File: config.mk
export PLATFORM = sky130hd
export DESIGN_NAME = clock_enable_gen
export DESIGN_NICKNAME = d
export VERILOG_FILES = /design/src/rtl/clock_enable_gen.sv
export SDC_FILE = /design/constraint.sdc
export NUM_CORES = 1
export LEC_CHECK = 0
export CAP_MARGIN = 30
export CORE_MARGIN = 5
export CORE_UTILIZATION = 55
export CTS_CLUSTER_DIAMETER = 120
export DETAILED_ROUTE_END_ITERATION = 16
export PLACE_DENSITY = 0.82
export RECOVER_POWER = 25
export SKIP_LAST_GASP = 1
export SYNTH_ARGS = -nofsm -noshare
export SYNTH_HDL_FRONTEND = slang
export SYNTH_HIERARCHICAL = 1
export SYNTH_SLANG_ARGS = --single-unit
File: constraint.sdc
create_clock -name clk -period 2.75 [get_ports clk]
set_clock_uncertainty 0.05 [all_clocks]
set_input_delay 0.825 -clock clk [delete_from_list [all_inputs] [get_ports clk]]
set_output_delay 0.825 -clock clk [all_outputs]
set_load 0.05 [all_outputs]
File: src/rtl/clock_enable_gen.sv
// Multi-channel programmable clock-enable generator: each channel emits a one-cycle
// enable every R+1 cycles (continuous) or once per run assertion (one-shot).

module clock_enable_ch #(
  parameter int CNT_W         = 16,
  parameter int DEFAULT_RATIO = 50
) (
  input  logic             clk,
  input  logic             rst,
  input  logic             cfg_we_i,
  input  logic [CNT_W-1:0] cfg_ratio_i,
  input  logic             cfg_oneshot_i,
  input  logic             run_i,
  input  logic             sync_i,
  output logic             en_o,
  output logic             busy_o
);
  typedef enum logic [1:0] {IDLE, COUNT, DONE} state_e;

  localparam logic [CNT_W-1:0] RATIO_RST = CNT_W'(DEFAULT_RATIO);
  localparam logic [CNT_W-1:0] CNT_ONE   = CNT_W'(1);

  state_e           state_q, state_d;
  logic [CNT_W-1:0] cnt_q, cnt_d;
  logic [CNT_W-1:0] ratio_q, ratio_d;
  logic [CNT_W-1:0] sh_ratio_q, sh_ratio_d;
  logic             oneshot_q, oneshot_d;
  logic             sh_oneshot_q, sh_oneshot_d;
  logic             pend_q, pend_d;
  logic             en_q, en_d;
  logic             apply;

  always_ff @(posedge clk) begin
    if (rst) begin
      state_q      <= IDLE;
      cnt_q        <= '0;
      ratio_q      <= RATIO_RST;
      sh_ratio_q   <= RATIO_RST;
      oneshot_q    <= 1'b0;
      sh_oneshot_q <= 1'b0;
      pend_q       <= 1'b0;
      en_q         <= 1'b0;
    end else begin
      state_q      <= state_d;
      cnt_q        <= cnt_d;
      ratio_q      <= ratio_d;
      sh_ratio_q   <= sh_ratio_d;
      oneshot_q    <= oneshot_d;
      sh_oneshot_q <= sh_oneshot_d;
      pend_q       <= pend_d;
      en_q         <= en_d;
    end
  end

  always_comb begin
    state_d      = state_q;
    cnt_d        = cnt_q;
    ratio_d      = ratio_q;
    sh_ratio_d   = sh_ratio_q;
    oneshot_d    = oneshot_q;
    sh_oneshot_d = sh_oneshot_q;
    pend_d       = pend_q;
    en_d         = 1'b0;
    apply        = 1'b0;
    case (state_q)
      IDLE: begin
        cnt_d = '0;
        apply = pend_q;
        if (run_i) state_d = COUNT;
      end
      COUNT: begin
        if (!run_i) begin
          state_d = IDLE;
          cnt_d   = '0;
        end else if (sync_i) begin
          // realign: behaves as a wrap for shadow apply, but never pulses or completes a one-shot
          cnt_d = '0;
          apply = pend_q;
        end else if (cnt_q == ratio_q) begin
          cnt_d = '0;
          en_d  = 1'b1;
          apply = pend_q;
          if (oneshot_q) state_d = DONE;
        end else begin
          cnt_d = cnt_q + CNT_ONE;
        end
      end
      DONE: begin
        cnt_d = '0;
        apply = pend_q;
        if (!run_i) state_d = IDLE;
      end
      default: state_d = IDLE;
    endcase
    if (apply) begin
      ratio_d   = sh_ratio_q;
      oneshot_d = sh_oneshot_q;
      pend_d    = 1'b0;
    end
    // a write on the apply edge lands after the old shadow has been consumed
    if (cfg_we_i) begin
      sh_ratio_d   = cfg_ratio_i;
      sh_oneshot_d = cfg_oneshot_i;
      pend_d       = 1'b1;
    end
  end

  assign en_o   = en_q;
  assign busy_o = (state_q == COUNT);
endmodule

module clock_enable_gen #(
  parameter  int CHANNELS      = 4,
  parameter  int CNT_W         = 16,
  parameter  int DEFAULT_RATIO = 50,
  localparam int CH_W          = (CHANNELS > 1) ? $clog2(CHANNELS) : 1
) (
  input  logic                clk,
  input  logic                rst,
  input  logic                cfg_valid,
  output logic                cfg_ready,
  input  logic [CH_W-1:0]     cfg_ch,
  input  logic [CNT_W-1:0]    cfg_ratio,
  input  logic                cfg_oneshot,
  input  logic [CHANNELS-1:0] run,
  input  logic                sync,
  output logic [CHANNELS-1:0] o_en,
  output logic [CHANNELS-1:0] o_busy
);
  logic                turn_q, turn_d;
  logic                cfg_acc;
  logic [CHANNELS-1:0] cfg_we;

  assign cfg_ready = !rst && !turn_q;
  assign cfg_acc   = cfg_valid && cfg_ready;
  assign turn_d    = cfg_acc;

  always_ff @(posedge clk) begin
    if (rst) turn_q <= 1'b0;
    else     turn_q <= turn_d;
  end

  // out-of-range channel numbers decode to no channel and are silently dropped
  for (genvar i = 0; i < CHANNELS; i++) begin : g_ch
    assign cfg_we[i] = cfg_acc && (cfg_ch == CH_W'(i));
    clock_enable_ch #(
      .CNT_W        (CNT_W),
      .DEFAULT_RATIO(DEFAULT_RATIO)
    ) u_ch (
      .clk          (clk),
      .rst          (rst),
      .cfg_we_i     (cfg_we[i]),
      .cfg_ratio_i  (cfg_ratio),
      .cfg_oneshot_i(cfg_oneshot),
      .run_i        (run[i]),
      .sync_i       (sync),
      .en_o         (o_en[i]),
      .busy_o       (o_busy[i])
    );
  end
endmodule
# Yosys cells after proc, flatten, opt, wreduce, memory -nomap -nowiden
# Index checks and enable logic that the tools add are counted.
[totals]
ff_bits = 217
output_inout_bits = 9
wordCells = 185
[classes]
addsub = 4
n_eq_ne = 35
n_mux = 72
bitwise_logic = 8
n_reduce_logical = 33
[ops]
columns = ["op", "n"]
rows = [
  ["16-bit two-way mux", 12],
  ["16-bit case mux with 2 select lines", 4],
  ["16-bit by 1-bit adder with 16-bit output, second input constant", 4],
  ["16-bit equality test", 4],
  ["2-bit two-way mux", 24],
  ["3-bit inequality test, second input constant", 12],
  ["1-bit two-way mux", 24],
  ["2-bit case mux with 3 select lines", 4],
  ["5-bit AND reduction", 4],
  ["2-bit inequality test, second input constant", 8],
  ["2-bit nonzero test", 8],
  ["4-bit OR reduction", 4],
  ["2-bit equality test, second input constant", 6],
  ["2-bit by 1-bit equality test with 1-bit output, second input constant", 5],
  ["2-bit logical NOT", 5],
  ["1-bit NOT", 8],
  ["1-bit case mux with 2 select lines", 4],
  ["2-bit OR reduction", 4],
  ["1-bit logical AND", 6],
  ["1-bit logical NOT", 2],
]

# Logic depth before layout (Yosys ltp)
# Gate-level depths: netlist of the first run.
[logic_depth]
depth_word = 7
mapped_depth = 7
ltp_nobuf = 6

# Modules after synthesis
# Netlist of the first run, hierarchy kept.
[modules_own_cells]
columns = ["module", "instances", "cells_per_inst", "area_each_um2"]
rows = [
  ["clock_enable_ch", 4, 277, 2562.5],
  ["clock_enable_gen", 1, 8, 70.1],
]

# Least setup slack after synthesis of the first run
# No wires, ideal clock.
[synth_path]
path_type = "input to register"
start = "in rst"
end = "reg g_ch[1].u_ch.sh_ratio_q[10]"
setup_time_ps = 128
arrival_time_ps = 2443
required_time_ps = 2572
path_slack_ps = 129
cell_stages = 6
cell_sequence = "or3b_4 nor3b_1 buf_2 buf_1 mux2i_1 nor2_1"
[synth_via]
elab_chain_len = 4
[synth_lines]
columns = ["item", "line_no", "text"]
rows = [
  ["start: declaration", "119", "input logic rst,"],
  ["1-bit logical NOT", "134", "assign cfg_ready = !rst && !turn_q;"],
  ["1-bit logical AND", "134", ""],
  ["1-bit logical AND", "135", "assign cfg_acc = cfg_valid && cfg_ready;"],
  ["1-bit logical AND", "145", "assign cfg_we[i] = cfg_acc && (cfg_ch == CH_W'(i));"],
  ["net cfg_we[1]", "132", "logic [CHANNELS-1:0] cfg_we;"],
  ["end signal: assignment", "47", "sh_ratio_q <= sh_ratio_d;"],
  ["end: declaration", "26", "logic [CNT_W-1:0] sh_ratio_q, sh_ratio_d;"],
]
# The timed path passes the listed nets, and every way through them passes these cells.
# A chain may end at the register's enable or synchronous reset.

# Worst setup path after layout of the first run
[layout_path]
start = "reg g_ch[3].u_ch.state_q[0]"
end = "out o_busy[3]"
[layout_via]
elab_chain_len = 1
[layout_lines]
columns = ["item", "line_no", "text"]
rows = [
  ["start: declaration", "23", "state_e state_q, state_d;"],
  ["start signal: assignment", "44", "state_q <= state_d;"],
  ["2-bit by 1-bit equality test with 1-bit output", "109", "assign busy_o = (state_q == COUNT);"],
  ["end: declaration", "128", "output logic [CHANNELS-1:0] o_busy"],
]
# No other way between the ends.

==> impl_metrics.csv, run 1 <==
group,metric,value,unit
cts,numCtsBuffers,23,
cts,post_cts_buffers,0,
route,antenna_left,0,
critical_path,crit_family,"buffers and inverters",
layout,areaGrowthSynthToFinish,13.0,%
sta,min_period,2.51,ns
worst_hold_path,hp-start,"g_ch[0].u_ch/sh_ratio_q[13]",
placement,post-place-ws,0.105,ns
layout,drive_gt1_frac,0.0687,
worst_hold_path,min_path_type,"reg2reg",
sta,worst_slack,0.238,ns
grt,grt_start_max_net_pins,65,
critical_path,crit_chain,"nor2b_1 > dlygate4sd2_1",
route,wl_met1,9.85,mm
yosys,ys_seq_elements,217,
route,drc_errors,0,
layout,final-instance-count-excl-fill,1398,
yosys,ys_seq_area_frac,0.421,
critical_path,crit_arrival,1.64,ns
sta,tns,0,ns
power,seqPwrFrac,0.485,
route,drt_pre_antenna_iters,7,
critical_path,r2r-end,"g_ch[3].u_ch/cnt_q[3]",
power,power.internal,5.16,mW
yosys,yosysUniqueCellTypes,39,
route,wirelength,21.6,mm
yosys,synth.top_cells.by_area,"dfxtp_1, mux2i_1, nand2b_1, xor2_1, nor2_1",
cts,htree_levels,1,
floorplanning,die_w,147,microns
layout,multiInputGateArea,5530,sq um
floorplanning,io_pins,36,
power,p_leak,4.00,nW
cts,postCtsHoldBufs,0,
cts,clk_latency,0.51,ns
sta,setup_viol,0,
sta,hold_viol,0,
cts,clock_sink_count,217,
sta,worst_pin_slew,0.866,ns
floorplanning,initial_utilization,0.555,
power,vdd_drop_max,0.460,mV
yosys,synth_top_area_frac,0.421,
layout,diodes,0,
critical_path,r2r_cells,6,
route,drt-initial-drc-count,490,
layout,fin_nets,1179,
floorplanning,die_area,21600,sq um
cts,cts-resized-gates,4,
yosys,synth.avg_cell_area,9.25,sq um
placement,port-buffer-count,35,
critical_path,critPathMaxFanout,8,
route,vias,7853,
layout,fillers,1495,
critical_path,critPathKind,"reg2out",
critical_path,r2r_start,"g_ch[3].u_ch/cnt_q[2]",
critical_path,critical_path_depth,2,
yosys,async_reset_ff_frac,0,
critical_path,critPathBufInv,1,
yosys,synth_edf_count,0,
placement,gp_congestion,0.835,
route,dr.max_layer_used,"met4",
critical_path,start_kind,"flip-flop",
critical_path,crit_required,1.88,ns
sta,slew_viol_final,0,
cts,cts.clk_slew.worst_paths,0.06,ns
sta,hold_ws,0.419,ns
sta,fmax,398,MHz
power,switching_share,0.216,
grt,grt_first_pass_wirelength,36.3,mm
route,routed-wl-met2,10.5,mm
power,power_density,564,nW/um^2
grt,grt_antenna_before_repair,0,
grt,grt_overflow,0,
critical_path,critPathSlowestCell,"dlygate4sd2_1",
floorplanning,die_h,147,microns
placement,dp_hpwl,14.5,mm
yosys,yosysWarnings,6,
sta,slew_headroom,0.423,
route,wl_per_cell,15.5,microns
cts,cts_tree,"yes",
yosys,syn_nets,1147,
grt,track_usage,0.197,
run,drv_cap,0,
sta,final.period_utilization,0.914,
outcome,status,"completed",
critical_path,crit_start,"g_ch[3].u_ch/state_q[0]",
yosys,ys.flop_type,"dfxtp_1",
layout,final_util,0.627,
route,wl_met3,834,microns
floorplanning,row_count,50,
floorplanning,core,18600,sq um
critical_path,r2r_slack,0.29,ns
placement,place_inst,1357,
critical_path,cp-end-kind,"primary output",
layout,register_area,4340,sq um
sta,rsz0062_at_grt,"false",
critical_path,setup.worst_path.end,"o_busy[3]",
cts,cts_root_buf,"clkbuf_16",
power,power.switching,1.42,mW
critical_path,max_stage_delay,0.53,ns
power,combPwrFrac,0.046,
power,clkPwrFrac,0.468,
yosys,syn_inst,1116,
cts,clk_path_buf_depth,3,
route,viasPerCell,5.62,
grt,grt_pass1_vias,7582,
yosys,synth_area,10300,sq um
yosys,yosysTopAreaCell,"dfxtp_1",
## state kept, by name (all words and copies together), names as in the netlist
register,flops
g_ch.u_ch/en_o,4
g_ch.u_ch/sh_ratio_q,64
g_ch.u_ch/ratio_q,64
turn_q,1
g_ch.u_ch/sh_oneshot_q,4
g_ch.u_ch/cnt_q,64
g_ch.u_ch/state_q,8
g_ch.u_ch/oneshot_q,4
g_ch.u_ch/pend_q,4
## cell usage in the layout (no fill, tap or decap), types with 14 or more instances in the layout
| cell type | count |
|---|---|
| buf_4 | 20 |
| o21ai_0 | 24 |
| nor4_1 | 25 |
| mux2i_1 | 148 |
| nand3_1 | 44 |
| xor2_1 | 80 |
| a31oi_1 | 32 |
| inv_1 | 24 |
| dfxtp_1 | 217 |
| nand2b_1 | 132 |
| clkdlybuf4s50_1 | 29 |
| nor3_1 | 14 |
| nor2b_1 | 24 |
| clkbuf_16 | 23 |
| nor2_1 | 97 |
| nand4_1 | 32 |
| nand2_1 | 68 |
## power groups by stage
stage / Combinational [mW] / Sequential (mW) / Clock [mW]
2_1_floorplan: 0.189 / 3.26 / 0
3_3_place_gp: 0.304 / 3.26 / 0
3_5_place_dp: 0.309 / 3.26 / 0
4_1_cts: 0.309 / 3.19 / 3.14
5_1_grt: 0.326 / 3.19 / 3.28
6_report: 0.304 / 3.19 / 3.08
## area by class of cell
type                       count  share of cell area
timing repair buffer          67              0.0545
inverter                      25             0.00805
tap                          234              0.0251
multi-input combinational    814               0.475
clock inverter                 5             0.00462
sequential                   217               0.373
clock buffer                  36              0.0604
## worst min-delay path by stage
| stage | to | slack (ns) | cells past startpoint |
|---|---|---|---|
| after floorplan | g_ch[0].u_ch/oneshot_q | 0.40 | 2 |
| final | g_ch[0].u_ch/ratio_q[13] | 0.42 | 2 |
| after detailed placement | g_ch[0].u_ch/ratio_q[13] | 0.42 | 2 |
| after global placement | g_ch[3].u_ch/pend_q | 0.41 | 2 |
| after global routing | g_ch[3].u_ch/pend_q | 0.45 | 2 |
| after CTS | g_ch[0].u_ch/ratio_q[13] | 0.42 | 2 |
## synth_stat cells (all sizes together), types with 17 or more instances
cell	n
nand2b	132
nor3	17
xor2	80
nor2	97
inv	25
nor4	32
nand4	32
clkbuf	40
o21ai	24
dfxtp	217
a31oi	32
nand3	44
nand2	68
nor2b	24
mux2i	148
buf	20
## tightest hold or removal path: cells and delay by family, from the launching register on
| kind | cells | cell delay, ns |
|---|---|---|
| DFF | 1 | 0.31 |
| muxes | 1 | 0.06 |
| and+or+nand+nor | 1 | 0.06 |
## cells by family after synthesis
logic type | Yosys count | share of synthesized area
AND/OR/NAND/NOR | 478 | 0.255
flip-flops | 217 | 0.421
multiplexers | 148 | 0.144
AO/OA/AOI/OAI | 100 | 0.0655
buffers and inverters | 85 | 0.0387
XOR/XNOR | 84 | 0.0713
adder cells (fa/ha/maj) | 4 | 0.00485
## metal layers
metal	vias to the layer above	track usage
met5	-	0
met4	0	0.0531
met3	37	0.0268
met2	144	0.332
met1	3753	0.268
li1	3919	-
## through the flow
stage / cell area (sq um) / total power, mW
CTS: 11800 / 6.64
finish: 11700 / 6.58
detailed placement: 11000 / 3.57
global route: 11700 / 6.80
floorplan: 10300 / 3.45
global placement: 11000 / 3.56
(Power assumes the default switching activity.)
==> inputs of run 2 (changes only) <==
- SYNTH_HIERARCHICAL: 1 -> default
==> impl_metrics.csv, run 2 <==
group,metric,value,unit
outcome,status,"completed",
grt,grt_antenna_before_repair,1,
layout,final_common_cell,"nand2_1",
floorplanning,initial_utilization,0.558,
yosys,synth_edf_count,0,
sta,min_period,2.58,ns
cts,cts_root_buf,"clkbuf_16",
layout,register_area,4340,sq um
floorplanning,io_pins,36,
yosys,ys.flop_type,"dfxtp_1",
grt,grt_start_max_net_pins,60,
placement,post-place-ws,0.141,ns
sta,slew_headroom,0.320,
layout,fillers,1499,
yosys,ys_seq_area_frac,0.433,
layout,final_util,0.626,
power,power.total,6.51,mW
layout,largest_registers,"g_ch.u_ch.cnt_q (64), g_ch.u_ch.ratio_q (64), g_ch.u_ch.sh_ratio_q (64)",
placement,dp_hpwl,15.8,mm
sta,hold_viol,0,
floorplanning,die_w,145,microns
grt,grt_pass1_vias,7978,
yosys,yosysTopAreaCell,"dfxtp_1",
worst_hold_path,min_path_type,"reg2reg",
cts,post_cts_buffers,0,
power,p_leak,4.02,nW
yosys,async_reset_ff_frac,0,
floorplanning,core,18000,sq um
critical_path,cp-end-kind,"primary output",
yosys,yosysWarnings,0,
sta,setup_viol,0,
sta,worst_slack,0.172,ns
route,wl_per_cell,16.0,microns
yosys,synth.most_common_cell,"nand2_1",
floorplanning,die_h,145,microns
sta,worst_pin_slew,1.02,ns
route,viasPerCell,5.85,
critical_path,critPathMaxFanout,10,
critical_path,crit_start,"g_ch[0].u_ch.state_q[0]",
yosys,synth.avg_cell_area,8.29,sq um
route,drc_errors,0,
layout,multiInputGateArea,5150,sq um
route,vias,8526,
layout,layout.cells.most_common_list,"nand2_1, dfxtp_1, mux2i_1, a21oi_1, nand3_1",
layout,drive_gt1_frac,0.0659,
cts,cts_tree,"yes",
yosys,syn_nets,1241,
cts,cts.clk_slew.worst_paths,0.06,ns
grt,grt_overflow,0,
sta,fmax,388,MHz
layout,final-instance-count-excl-fill,1458,
cts,clk_latency,0.51,ns
run,drv_cap,0,
sta,rsz0062_at_grt,"false",
sta,slew_viol_final,0,
placement,place_inst,1417,
critical_path,start_kind,"flip-flop",
route,wirelength,23.3,mm
worst_hold_path,hp-start,"g_ch[3].u_ch.sh_ratio_q[11]",
sta,final.period_utilization,0.938,
layout,diodes,0,
cts,clk_path_buf_depth,3,
critical_path,crit_arrival,1.70,ns
yosys,synth_top_area_frac,0.433,
sta,tns,0,ns
critical_path,critPathKind,"reg2out",
route,drt-initial-drc-count,654,
yosys,synth_area,10000,sq um
route,drt_pre_antenna_iters,7,
placement,gp_congestion,0.860,
grt,grt_first_pass_wirelength,38.5,mm
floorplanning,row_count,49,
layout,fin_nets,1244,
power,vdd_drop_max,0.596,mV
floorplanning,die_area,21000,sq um
yosys,synth.top_cells.by_area,"dfxtp_1, nand2_1, mux2i_1, xor2_1, a21oi_1",
yosys,syn_inst,1210,
critical_path,r2r_start,"g_ch[3].u_ch.cnt_q[4]",
placement,port-buffer-count,35,
layout,areaGrowthSynthToFinish,12.2,%
yosys,ys_seq_elements,217,
yosys,yosys-top-cells-count,"nand2_1, dfxtp_1, mux2i_1, a21oi_1, clkbuf_1",
cts,numCtsBuffers,23,
critical_path,crit_required,1.88,ns
yosys,yosysUniqueCellTypes,57,
route,antenna_left,0,
cts,htree_levels,1,
cts,postCtsHoldBufs,0,
cts,clock_sink_count,217,
grt,track_usage,0.211,
power,power_density,579,nW/um^2
-- run 2: through the flow --
step	hold WS, ns	instance area (sq um)
global placement	0.393	10600
finish	0.403	11300
detailed placement	0.397	10600
CTS	0.404	11300
floorplan	0.377	10000
global route	0.417	11300
-- run 2: cells by family (layout without fill, tap and decap cells) --
group / count (synthesis) / after routing / synth area share
xor+xnor: 82 / 82 / 0.0716
fa+ha+maj: 4 / 4 / 0.00499
buf+inv: 110 / 129 / 0.0513
simple gates: 553 / 553 / 0.258
flops: 217 / 217 / 0.433
mux: 80 / 80 / 0.0799
compound gates: 164 / 164 / 0.101
-- run 2: critical path, stage by stage (launching register included) --
cell           delay (ns)
dfxtp_1              0.50
nor2b_1              0.16
dlygate4sd2_1        0.53
-- run 2: worst paths after layout --
kind	cells after the start	slack (ns)	end
worst min register to register	2	0.40	g_ch[3].u_ch.ratio_q[11]
worst max register to register	6	0.22	g_ch[3].u_ch.ratio_q[4]
worst min-delay path	2	0.40	g_ch[3].u_ch.ratio_q[11]
worst max-delay path	2	0.17	o_busy[0]
-- run 2: routing by layer --
metal	GRT usage	routed length, microns	part of all wire	vias to the layer above
met5	0	7	0.00030	-
met3	0.0306	1290	0.056	42
li1	-	-	-	4156
met2	0.361	11400	0.49	230
met1	0.280	10100	0.43	4096
met4	0.0589	546	0.023	2
-- run 2: cell type report --
| class | instances | share of cell area |
|---|---|---|
| Timing Repair Buffer | 69 | 0.0584 |
| Clock buffer | 35 | 0.0605 |
| Sequential cell | 217 | 0.386 |
| Clock inverter | 6 | 0.00523 |
| Inverter | 19 | 0.00656 |
| Tap cell | 229 | 0.0255 |
| Multi-Input combinational cell | 883 | 0.458 |
-- run 2: where the power goes --
part	switching [mW]	internal, mW	leakage (nW)	total, mW
registers	0.0221	3.17	1.75	3.20
clock network	1.22	1.80	0.368	3.01
logic	0.195	0.108	1.90	0.303
total	1.44	5.08	4.02	6.51
-- run 2: repair_timing --
action                                 4_1_cts  5_1_grt
gates resized for setup                      1        0
setup endpoints to repair                    1        0
endpoints found under the hold margin        0        0
==> inputs of run 3 (changes only) <==
- CORE_UTILIZATION: 55 -> 30
- PLACE_DENSITY: 0.82 -> default
- PLACE_DENSITY_LB_ADDON: default -> 0.3
==> impl_metrics.csv, run 3 (same netlist as run 2, synthesis figures left out) <==
group,metric,value,unit
layout,register_area,4340,sq um
route,wirelength,24.9,mm
critical_path,critPathBufInv,1,
sta,min_period,2.51,ns
route,drc_errors,0,
critical_path,r2r_start,"g_ch[1].u_ch.cnt_q[0]",
power,vdd_drop_max,0.344,mV
cts,cts_tree,"yes",
critical_path,critPathKind,"reg2out",
critical_path,crit_required,1.88,ns
cts,htree_levels,1,
floorplanning,die_w,193,microns
floorplanning,die_area,37200,sq um
critical_path,r2r_slack,0.49,ns
route,drt_pre_antenna_iters,5,
critical_path,critPathSlowestCell,"clkdlybuf4s50_1",
critical_path,crit_family,"buffers and inverters",
power,power.total,6.76,mW
placement,gp_congestion,0.785,
cts,numCtsBuffers,24,
grt,grt_pass1_vias,7636,
grt,grt_antenna_before_repair,0,
sta,fmax,398,MHz
sta,slew_viol_final,0,
placement,port-buffer-count,35,
route,viasPerCell,4.88,
floorplanning,initial_utilization,0.301,
power,power_density,583,nW/um^2
cts,cts-resized-gates,0,
layout,layout.cells.most_common_list,"nand2_1, dfxtp_1, mux2i_1, a21oi_1, nand3_1",
critical_path,max_stage_delay,0.81,ns
outcome,status,"completed",
floorplanning,io_pins,36,
route,drt-initial-drc-count,519,
floorplanning,die_h,193,microns
critical_path,crit_chain,"clkdlybuf4s50_1",
sta,slew_headroom,0.413,
layout,final_common_cell,"nand2_1",
floorplanning,core,33300,sq um
worst_hold_path,min_path_type,"reg2reg",
cts,post_cts_buffers,0,
sta,final.period_utilization,0.913,
layout,multiInputGateArea,5170,sq um
critical_path,r2r_cells,6,
sta,setup_viol,0,
cts,cts.clk_slew.worst_paths,0.06,ns
sta,tns,0,ns
critical_path,cp-end-kind,"primary output",
sta,hold_viol,0,
worst_hold_path,hold_depth,2,
cts,clk_latency,0.52,ns
placement,dp_hpwl,16.7,mm
placement,postPlaceCellArea,10800,sq um
layout,final_util,0.348,
critical_path,r2r-end,"g_ch[1].u_ch.ratio_q[12]",
layout,fin_area,11600,sq um
grt,grt_start_max_net_pins,89,
layout,fin_nets,1241,
route,wl_per_cell,14.9,microns
layout,drive_gt1_frac,0.0676,
critical_path,critPathMaxFanout,1,
route,vias,8173,
layout,largest_registers,"g_ch.u_ch.cnt_q (64), g_ch.u_ch.ratio_q (64), g_ch.u_ch.sh_ratio_q (64)",
power,p_leak,4.01,nW
cts,clock_sink_count,217,
layout,areaGrowthSynthToFinish,15.6,%
worst_hold_path,hp-start,"g_ch[3].u_ch.sh_ratio_q[7]",
cts,clk_path_buf_depth,3,
floorplanning,row_count,67,
grt,grt_overflow,0,
route,antenna_left,0,
run,drv_cap,0,
layout,diodes,0,
layout,fillers,3464,
sta,rsz0062_at_grt,"false",
critical_path,crit_arrival,1.64,ns
cts,cts_root_buf,"clkbuf_16",
cts,postCtsHoldBufs,0,
critical_path,start_kind,"flip-flop",
grt,grt_first_pass_wirelength,41.3,mm
sta,worst_pin_slew,0.880,ns
grt,track_usage,0.134,
worst_hold_path,hold_path_end,"g_ch[3].u_ch.ratio_q[7]",
-- run 3: cell types whose count changed in the layout (fill, tap and decap cells not counted), sizes merged --
cell,before,now
dlygate4sd3,1,2
clkdlybuf4s50,28,27
dlygate4sd2,1,0
buf,34,31
clkinv,4,6
inv,20,19
clkinvlp,0,1
dlymetal6s4s,1,0
bufinv,1,2
-- run 3: metal layers --
layer / global-route usage / up-vias / wire (microns)
met5: 0 / - / 0
met4: 0.0329 / 0 / 523
met3: 0.0143 / 34 / 938
met2: 0.210 / 131 / 11100
met1: 0.198 / 3839 / 12300
li1: - / 4169 / -
-- run 3: how the worst max path moves through the flow --
stage / cells after the start / start / to
after global routing: 8 / cfg_valid / g_ch[2].u_ch.sh_ratio_q[12]
after floorplan: 10 / rst / g_ch[2].u_ch.sh_ratio_q[1]
after global placement: 7 / sync / g_ch[3].u_ch.cnt_q[4]
after detailed placement: 7 / sync / g_ch[3].u_ch.cnt_q[14]
final: 1 / g_ch[2].u_ch.en_o / o_en[2]
after CTS: 1 / g_ch[2].u_ch.en_o / o_en[2]
-- run 3: layout make-up --
type	instances	share of cell area
Clock buffer	34	0.0612
Clock inverter	9	0.00842
Inverter	19	0.00637
Multi-Input combinational cell	883	0.446
Sequential cell	217	0.375
Tap cell	448	0.0483
Timing Repair Buffer	65	0.0553
-- run 3: report_power, final --
group,internal [mW],switching [mW],leakage [nW]
clock network,1.98,1.28,0.401
logic,0.107,0.204,1.86
registers,3.17,0.0228,1.75
total,5.26,1.50,4.01
-- run 3: through the flow --
step           setup WS, ns  hold slack (ns)  cells
2_1_floorplan         0.167            0.377   1210
3_3_place_gp          0.131            0.393   1632
3_5_place_dp          0.123            0.397   1632
4_1_cts               0.213            0.404   1675
5_1_grt               0.156            0.422   1675
6_report              0.239            0.403   1675
